--- config.mk ---
export PLATFORM = sky130hd
export DESIGN_NAME = rob_commit_unit
export DESIGN_NICKNAME = d
export VERILOG_FILES = /design/src/rtl/rob_commit_unit.sv
export SDC_FILE = /design/constraint.sdc
export NUM_CORES = 1
export LEC_CHECK = 0
export ABC_AREA = 1
export BUFFER_PORTS_ARGS = -buffer_cell sky130_fd_sc_hd__buf_2
export CAP_MARGIN = 20
export CELL_PAD_IN_SITES_DETAIL_PLACEMENT = 0
export CELL_PAD_IN_SITES_GLOBAL_PLACEMENT = 1
export CORE_MARGIN = 2
export CORE_UTILIZATION = 39
export DETAILED_ROUTE_END_ITERATION = 12
export PLACE_DENSITY_LB_ADDON = 0.1
export SLEW_MARGIN = 25
export SYNTH_ARGS = -nofsm -noshare
export SYNTH_HDL_FRONTEND = slang
export SYNTH_SLANG_ARGS = --single-unit
--- constraint.sdc ---
create_clock -name clk -period 15.03 [get_ports clk]
set_input_delay 4.509 -clock clk [delete_from_list [all_inputs] [get_ports clk]]
set_output_delay 4.509 -clock clk [all_outputs]
set_load 0.005 [all_outputs]
--- src/rtl/rob_commit_unit.sv ---
// In-order reorder buffer: allocates on issue, captures CDB results, retires the head
// through the RegFile write port and flushes on a branch mispredict at commit.
// Optional macro ROB_FWD_EN adds two combinational operand lookup/forwarding ports.
module rob_commit_unit #(
  parameter int unsigned IDX_W = 4,
  parameter int unsigned XLEN  = 32
) (
  input  logic             clk,
  input  logic             rst,
  input  logic             rdy_i,
  input  logic             issue_valid_i,
  input  logic [4:0]       issue_rd_i,
  input  logic             issue_is_br_i,
  input  logic [XLEN-1:0]  issue_pred_pc_i,
  output logic             full_o,
  output logic             upd_o,
  output logic [IDX_W-1:0] upd_idx_o,
  output logic [4:0]       upd_rd_o,
  input  logic             cdb_valid_i,
  input  logic [IDX_W-1:0] cdb_idx_i,
  input  logic [XLEN-1:0]  cdb_val_i,
  input  logic [XLEN-1:0]  cdb_npc_i,
  output logic             write_o,
  output logic [IDX_W-1:0] write_idx_o,
  output logic [4:0]       write_rd_o,
  output logic [XLEN-1:0]  new_val_o,
`ifdef ROB_FWD_EN
  input  logic [IDX_W-1:0] q1_idx_i,
  input  logic [IDX_W-1:0] q2_idx_i,
  output logic             q1_rdy_o,
  output logic             q2_rdy_o,
  output logic [XLEN-1:0]  q1_val_o,
  output logic [XLEN-1:0]  q2_val_o,
`endif
  output logic             jp_wrong_o,
  output logic [XLEN-1:0]  jp_pc_o
);

  localparam int unsigned Depth = 2 ** IDX_W;

  logic [IDX_W-1:0] head_q, head_d, tail_q, tail_d;
  logic [IDX_W:0]   count_q, count_d;
  logic [Depth-1:0] busy_q, busy_d, ready_q, ready_d;
  logic             jp_wrong_q, jp_wrong_d;
  logic [XLEN-1:0]  jp_pc_q, jp_pc_d;

  logic [4:0]       rd_q      [Depth];
  logic             is_br_q   [Depth];
  logic [XLEN-1:0]  pred_pc_q [Depth];
  logic [XLEN-1:0]  val_q     [Depth];
  logic [XLEN-1:0]  npc_q     [Depth];

  logic cdb_hit, mispredict;

  // Handshake outputs and commit/mispredict decode from the current head.
  always_comb begin
    full_o      = (count_q == (IDX_W+1)'(Depth)) | jp_wrong_q;
    upd_o       = rdy_i & issue_valid_i & ~full_o;
    upd_idx_o   = tail_q;
    upd_rd_o    = issue_rd_i;
    write_o     = rdy_i & ~jp_wrong_q & busy_q[head_q] & ready_q[head_q];
    write_idx_o = head_q;
    write_rd_o  = rd_q[head_q];
    new_val_o   = val_q[head_q];
    jp_wrong_o  = jp_wrong_q;
    jp_pc_o     = jp_pc_q;
    cdb_hit     = cdb_valid_i & ~jp_wrong_q & busy_q[cdb_idx_i];
    mispredict  = write_o & is_br_q[head_q] & (npc_q[head_q] != pred_pc_q[head_q]);
  end

  // Next-state for pointers, occupancy flags and the flush pulse.
  always_comb begin
    head_d     = head_q;
    tail_d     = tail_q;
    busy_d     = busy_q;
    ready_d    = ready_q;
    jp_wrong_d = 1'b0;
    jp_pc_d    = jp_pc_q;
    count_d    = count_q + (IDX_W+1)'(upd_o) - (IDX_W+1)'(write_o);
    if (cdb_hit) ready_d[cdb_idx_i] = 1'b1;
    if (upd_o) begin
      busy_d[tail_q]  = 1'b1;
      ready_d[tail_q] = 1'b0;
      tail_d          = tail_q + 1'b1;
    end
    if (write_o) begin
      busy_d[head_q]  = 1'b0;
      ready_d[head_q] = 1'b0;
      head_d          = head_q + 1'b1;
    end
    // Flush wins over any same-cycle allocation.
    if (mispredict) begin
      busy_d     = '0;
      ready_d    = '0;
      head_d     = '0;
      tail_d     = '0;
      count_d    = '0;
      jp_wrong_d = 1'b1;
      jp_pc_d    = npc_q[head_q];
    end
  end

  // Control state register; rdy_i low freezes everything.
  always_ff @(posedge clk) begin
    if (rst) begin
      head_q     <= '0;
      tail_q     <= '0;
      count_q    <= '0;
      busy_q     <= '0;
      ready_q    <= '0;
      jp_wrong_q <= 1'b0;
      jp_pc_q    <= '0;
    end else if (rdy_i) begin
      head_q     <= head_d;
      tail_q     <= tail_d;
      count_q    <= count_d;
      busy_q     <= busy_d;
      ready_q    <= ready_d;
      jp_wrong_q <= jp_wrong_d;
      jp_pc_q    <= jp_pc_d;
    end
  end

  // Entry payload; qualified by busy/ready so it needs no reset.
  always_ff @(posedge clk) begin
    if (rdy_i) begin
      if (upd_o) begin
        rd_q[tail_q]      <= issue_rd_i;
        is_br_q[tail_q]   <= issue_is_br_i;
        pred_pc_q[tail_q] <= issue_pred_pc_i;
      end
      if (cdb_hit) begin
        val_q[cdb_idx_i] <= cdb_val_i;
        npc_q[cdb_idx_i] <= cdb_npc_i;
      end
    end
  end

`ifdef ROB_FWD_EN
  // Operand lookup with bypass of a same-cycle CDB broadcast.
  always_comb begin
    q1_rdy_o = busy_q[q1_idx_i] & ready_q[q1_idx_i];
    q1_val_o = val_q[q1_idx_i];
    q2_rdy_o = busy_q[q2_idx_i] & ready_q[q2_idx_i];
    q2_val_o = val_q[q2_idx_i];
    if (cdb_valid_i && cdb_idx_i == q1_idx_i) begin
      q1_rdy_o = 1'b1;
      q1_val_o = cdb_val_i;
    end
    if (cdb_valid_i && cdb_idx_i == q2_idx_i) begin
      q2_rdy_o = 1'b1;
      q2_val_o = cdb_val_i;
    end
  end
`endif

endmodule

==> impl_metrics.env, run 1 <==
export IMPL_outcome="finished clean"
export IMPL_ys_flop_type="edfxtp_1"
export IMPL_worstSkewPairLatency_ps=850
export IMPL_synth_top_family_by_area="simple AND/OR/NAND/NOR gates"
export IMPL_rsz0062_at_grt="no"
export IMPL_clkTransAtPathRegs_ps=60
export IMPL_ant_nets=0
export IMPL_hpwl_mm=103.5
export IMPL_hold_violations=0
export IMPL_yosys_area_share_simple_pct=16.23
export IMPL_synthAdderAreaFrac_pct=0.2791
export IMPL_slew_headroom_pct=27.25
export IMPL_multi_input_area_um2=16430
export IMPL_worstSetupEndpointType="output pin"
export IMPL_drive_gt1_share_pct=9.011
export IMPL_core_area_um2=178200
export IMPL_postCtsResizedCells=0
export IMPL_grt_pass1_wl_mm=303.4
export IMPL_worst_slack_ps=4163
export IMPL_start_util_pct=39.24
export IMPL_yosys_warnings=0
export IMPL_powerDensity_nw_per_um2=123.9
export IMPL_utilization_pct=44.40
export IMPL_syn_num_nets=6213
export IMPL_design_area_um2=79130
export IMPL_num_vias=45290
export IMPL_antenna_found_initial=37
export IMPL_ys_types=32
export IMPL_place_area_um2=73200
export IMPL_cts_buffer_depth=3
export IMPL_max_stage_delay_ps=370
export IMPL_hold_path_class="flip-flop to flip-flop"
export IMPL_use_met3_pct=3.188
export IMPL_ys_seq_elements=1714
export IMPL_crit_family="buffers and inverters"
export IMPL_synthXorXnorAreaFrac_pct=0.1628
export IMPL_nNetsFinal=6313
export IMPL_cts_buffers=187
export IMPL_peakVddDrop_mv=0.1215
export IMPL_met2_usage_pct=38.17
export IMPL_cp_start_kind="input port"
export IMPL_tns_ps=0
export IMPL_synth_edf_count=1632
export IMPL_critical_path_class="input port to output pin"
export IMPL_post_cts_buffers=0
export IMPL_cp_max_fo=30
export IMPL_routabilityCongestion=0.7821
export IMPL_wl_per_cell_um=24.00
export IMPL_cts_tree="built"
export IMPL_dieWidth_um=427.5
export IMPL_rows=155
export IMPL_critPathRequiredTime_ps=10520
export IMPL_grt_max_degree=208
export IMPL_tightest_slew_ps=1091
export IMPL_fin_crit_sh_pct=72.30
export IMPL_synthArstFlopShare_pct=0
export IMPL_grt_pass1_vias=43820
export IMPL_slew_violations=0
export IMPL_syn_inst=6087
export IMPL_yosysSeqAreaShare_pct=72.42
export IMPL_port_buffers=196
export IMPL_holdBufCountCts=0
export IMPL_drtIter0Drc=3808
export IMPL_io_pins=197
export IMPL_nFillCells=16440
export IMPL_gr_total_overflow=0
export IMPL_cp_arrival_ps=6360
export IMPL_first_pass_iters=6
export IMPL_synth_cell_area_um2=69940
export IMPL_seq_area_um2=50660
export IMPL_finClkSkew_ps=35.36
export IMPL_cts_root_buffer="clkbuf_16"
export IMPL_leakage_nw=28.67
export IMPL_max_freq_mhz=92.02
export IMPL_maxCapViolations=0
export IMPL_die_area_um2=182700
export IMPL_syn2layout_area_growth_pct=13.15
export IMPL_die_h_um=427.5
export IMPL_slowest_stage="buf_2"
export IMPL_route_detailed_drc=0
export IMPL_gr_max_usage_layer="met2"
export IMPL_post_route_min_period_ps=10870
export IMPL_place_ws_ps=4144
export IMPL_wirelength_mm=209.1
export IMPL_clock_sinks=1714
export IMPL_viasPerCell=5.200
export IMPL_synthMuxAreaShare_pct=0
export IMPL_track_usage_pct=22.77
export IMPL_finalSetupViolCount=0
export IMPL_grtUsageMet1_pct=31.05
export IMPL_crit_path_cell_trace="buf_2 > inv_1 > buf_4 > nor2_1 > nand2_1 > nor2_1 > nand2_1 > inv_1 > buf_2"
export IMPL_crit_buf_inv=5
export IMPL_syn_avg_cell_area_um2=11.49
export IMPL_synth_compound_area_share_pct=6.644
export IMPL_htreeDepth=4
[layout make-up]
class	instances	area share [%]
multi-input cells	3629	20.77
clock buffers	251	6.242
flip-flops and latches	1714	64.02
inverters	371	1.812
diodes	7	0.02214
well taps	2355	3.724
repair buffers	284	2.236
clock inverters	99	1.175
[metrics by stage]
| stage | total power [W] | hold slack (ps) | instances |
|---|---|---|---|
| 2_1_floorplan | 0.005385 | 445.3 | 6087 |
| 3_3_place_gp | 0.005478 | 454.0 | 8350 |
| 3_5_place_dp | 0.005481 | 458.4 | 8351 |
| 4_1_cts | 0.009907 | 467.5 | 8701 |
| 5_1_grt | 0.01011 | 481.8 | 8706 |
| 6_report | 0.009808 | 464.1 | 8710 |
[path summary, 6_finish.rpt]
path	start	slack [ps]	to	cells after the start
min reg2reg	ready_q[11]	460	ready_q[11]	2
min	ready_q[11]	460	ready_q[11]	2
max reg2reg	flip-flop	8090	jp_pc_o[16]	21
max	rdy_i	4160	write_o	9
[where the power goes]
group	internal, W	switching (W)	total, W
clock	0.00251	0.00192	0.00443
sequential	0.00524	0.00000356	0.00524
combinational	0.0000293	0.000111	0.000140
[layout by cell type, fill, tap and decap left out, types with 3 or more instances in the layout]
master     count
inv_16         3
nor3_1        24
inv_6          5
nor2_4         8
clkinv_8       4
xor2_1         5
clkinv_16      4
bufinv_16     11
o21ai_1       24
nand4_1        4
diode_2        7
xnor2_1        8
inv_8          3
inv_2          4
ha_1          14
o21ai_0      460
edfxtp_1    1632
a221oi_1       3
o22ai_1       30
dfxtp_4        4
clkinv_2      37
inv_1        328
o221ai_1     128
o211ai_1      68
nand2_1     1557
nor2_1       640
clkbuf_16    187
buf_2        196
clkinv_1      68
clkbuf_1      62
a21oi_1       64
buf_4         79
dfxtp_1       78
nor3_2         6
nor4_2         5
a211oi_1       6
nand3_1      569
buf_12         7
[synthesized netlist by cell type, types with 3 or more instances]
library cell,number,area [um2]
edfxtp_1,1632,49010
nand2_1,1557,5844
nor2_1,648,2432
nand3_1,569,2848
o21ai_0,460,2302
inv_1,343,1287
clkbuf_1,196,735.7
buf_2,132,660.6
o221ai_1,128,1121
dfxtp_1,82,1642
o211ai_1,68,510.5
a21oi_1,64,320.3
buf_1,38,142.6
nor3_1,30,150.1
o22ai_1,30,187.7
clkinv_1,26,97.59
o21ai_1,24,120.1
ha_1,14,175.2
xnor2_1,8,70.07
buf_4,7,52.55
a211oi_1,6,45.04
nor4_1,5,31.28
xor2_1,5,43.79
nand4_1,4,25.02
a221oi_1,3,26.28
[state kept, by name (all words and copies together) (netlist names), named ones only]
| name | cells |
|---|---|
| rd_q | 80 |
| jp_pc_o | 32 |
| pred_pc_q | 512 |
| is_br_q | 16 |
| upd_idx_o | 4 |
| count_q | 5 |
| val_q | 512 |
| npc_q | 512 |
| busy_q | 16 |
| jp_wrong_o | 1 |
| ready_q | 16 |
| write_idx_o | 4 |
[cell families after synthesis]
| family | count (synthesis) |
|---|---|
| and+or+nand+nor | 2816 |
| DFF | 1714 |
| AOI/OAI and AO/OA | 785 |
| buffers and inverters | 744 |
| adders and majority gates | 15 |
| xor gates and xnor gates | 13 |
[layer usage]
layer  vias to the layer above  share of wire, %
li1                      21420                 -
met1                     22530                45
met2                      1003                48
met3                       328               4.2
met4                        16               2.3
met5                         -             0.048
[tightest hold or removal path, cell delays in order (launching register included)]
cell and delay [ps]:
dfxtp_1 310, nand2_1 60, a21oi_1 50
Power figures use the tool's default switching activity.
==> inputs of run 2 (changes only) <==
ABC_AREA = 0   (was 1)
clock period = 9.05 ns   (was 15.03 ns; I/O delays follow)
==> impl_metrics.env, run 2 <==
export IMPL_rows=151
export IMPL_p_total_w=0.01614
export IMPL_syn_inst=3056
export IMPL_grt_max_degree=142
export IMPL_first_pass_iters=6
export IMPL_cts_buffer_depth=3
export IMPL_tns_ps=0
export IMPL_routabilityCongestion=0.7752
export IMPL_ys_seq_elements=1714
export IMPL_die_area_um2=172900
export IMPL_synth_edf_count=1632
export IMPL_drtIter0Drc=3213
export IMPL_clkTransAtPathRegs_ps=60
export IMPL_rrSetupSlack_ps=3260
export IMPL_start_util_pct=39.15
export IMPL_route_detailed_drc=0
export IMPL_cp_arrival_ps=3830
export IMPL_holdBufCountCts=0
export IMPL_critPathRequiredTime_ps=6340
export IMPL_peakVddDrop_mv=0.2004
export IMPL_clock_sinks=1714
export IMPL_hpwl_mm=100.2
export IMPL_tightest_slew_ps=1088
export IMPL_finalSetupViolCount=0
export IMPL_post_cts_buffers=0
export IMPL_synth_top_area_share_pct=74.12
export IMPL_synth_area_top_cells="edfxtp_1 74%, mux4_2 14%, mux2i_1 2.5%"
export IMPL_ys_types=54
export IMPL_yosys_warnings=0
export IMPL_slew_violations=0
export IMPL_die_h_um=415.8
export IMPL_rsz0062_at_grt="no"
export IMPL_hold_violations=0
export IMPL_powerDensity_nw_per_um2=212.4
export IMPL_worstSetupEndpointType="output pin"
export IMPL_ant_nets=0
export IMPL_viasPerCell=5.609
export IMPL_synth_most_common_cell="edfxtp_1"
export IMPL_cts_root_buffer="clkbuf_16"
export IMPL_cp_start_kind="flip-flop"
export IMPL_slew_headroom_pct=27.45
export IMPL_core_area_um2=168900
export IMPL_place_ws_ps=2581
export IMPL_syn_num_nets=3182
export IMPL_ys_flop_type="edfxtp_1"
export IMPL_num_vias=32100
export IMPL_fin_crit_sh_pct=72.34
export IMPL_post_route_min_period_ps=6547
export IMPL_leakage_nw=23.12
export IMPL_finClkSkew_ps=31.91
export IMPL_htreeDepth=4
export IMPL_syn_avg_cell_area_um2=21.64
export IMPL_max_freq_mhz=152.7
export IMPL_yosys_top_cells_count="1,632 x edfxtp_1, 406 x mux4_2, 168 x mux2i_1"
export IMPL_dieWidth_um=415.8
export IMPL_io_pins=197
export IMPL_synth_top_area_cell="edfxtp_1"
export IMPL_gr_total_overflow=0
export IMPL_reg_largest_list="npc_q x512, pred_pc_q x512, val_q x512"
export IMPL_worstSkewPairLatency_ps=820
export IMPL_syn2layout_area_growth_pct=14.96
export IMPL_utilization_pct=45.00
export IMPL_port_buffers=196
export IMPL_cts_buffers=182
export IMPL_drive_gt1_share_pct=28.46
export IMPL_critical_path_class="flip-flop to output pin"
export IMPL_hold_depth=2
export IMPL_antenna_found_initial=32
export IMPL_synth_cell_area_um2=66120
export IMPL_hold_path_class="flip-flop to flip-flop"
export IMPL_worst_slack_ps=2503
export IMPL_cts_tree="built"
export IMPL_nNetsFinal=3478
export IMPL_worst_r2r_path_depth=10
export IMPL_track_usage_pct=20.70
export IMPL_synthArstFlopShare_pct=0
export IMPL_final_common_cell="edfxtp_1"
export IMPL_maxCapViolations=0
export IMPL_r2r_end="busy_q[0]"
export IMPL_cp_max_fo=40
export IMPL_outcome="finished clean"
export IMPL_grt_pass1_vias=33350
export IMPL_final_cell_mix="1,632 x edfxtp_1, 406 x mux4_2, 195 x buf_2"
export IMPL_wl_per_cell_um=31.23
export IMPL_yosysSeqAreaShare_pct=76.60
export IMPL_postCtsResizedCells=0
export IMPL_wirelength_mm=178.7
export IMPL_endpoint="write_rd_o[3]"
export IMPL_grt_pass1_wl_mm=253.4
-- run 2: cell types whose count changed after synthesis, sizes merged, moves of 67 or more --
cell,delta
nand2,-1514
nand3,-563
nor2,-559
o21ai,-455
mux4,+406
inv,-320
mux2i,+168
o221ai,-128
clkbuf,-109
buf,-96
o211ai,-67
-- run 2: layout make-up --
| class | count | area [um2] |
|---|---|---|
| Clock buffer | 238 | 4910 |
| Inverter | 26 | 102.6 |
| Fill cell | 14290 | 92890 |
| Clock inverter | 94 | 809.5 |
| Multi-Input combinational cell | 1148 | 14810 |
| Antenna cell | 5 | 12.51 |
| Sequential cell | 1714 | 50660 |
| Timing Repair Buffer | 280 | 1932 |
| Tap cell | 2218 | 2775 |
-- run 2: cells by family (layout without fill, tap and decap cells) --
group	count (synthesis)	in the layout	synth area share, %
adder cells (fa/ha/maj)	15	15	0.2952
AND/OR/NAND/NOR	311	311	2.458
other	0	5	0
flip-flops	1714	1714	76.60
buffers and inverters	194	638	1.402
XOR/XNOR	37	37	0.4901
multiplexers	580	580	16.47
AO/OA/AOI/OAI	205	205	2.282
-- run 2: per-stage QoR --
stage,instance area (um2),hold WS [ps],std cells
2_1_floorplan,66120,450.3,3056
3_3_place_gp,70060,450.8,5376
3_5_place_dp,70240,449.1,5384
4_1_cts,75960,461.2,5716
5_1_grt,76000,476.3,5718
6_report,76010,453.2,5723
-- run 2: worst max-delay path, stage by stage (launching register included) --
cell	delay [ps]
dfxtp_4	980
buf_4	680
buf_4	650
mux4_2	470
buf_2	160
-- run 2: routing by layer --
metal,global-route usage (%),vias up,wire [um]
met5,0,-,87
met1,29.79,17460,80560
met4,4.604,14,3244
met3,3.543,258,9260
li1,-,13460,-
met2,33.13,912,85580
-- run 2: worst min path at each step --
stage,from,endpoint,slack (ps)
floorplan,jp_pc_o[31],jp_pc_o[31],450
global placement,jp_pc_o[31],jp_pc_o[31],450
detailed placement,jp_pc_o[1],jp_pc_o[1],450
CTS,jp_pc_o[12],jp_pc_o[12],460
global route,jp_pc_o[6],jp_pc_o[6],480
finish,jp_pc_o[1],jp_pc_o[1],450
-- run 2: power by group --
part	internal [W]	total [W]	switching, W
sequential	0.00870	0.00871	0.00000776
combinational	0.0000595	0.000247	0.000187
clock	0.00418	0.00719	0.00301
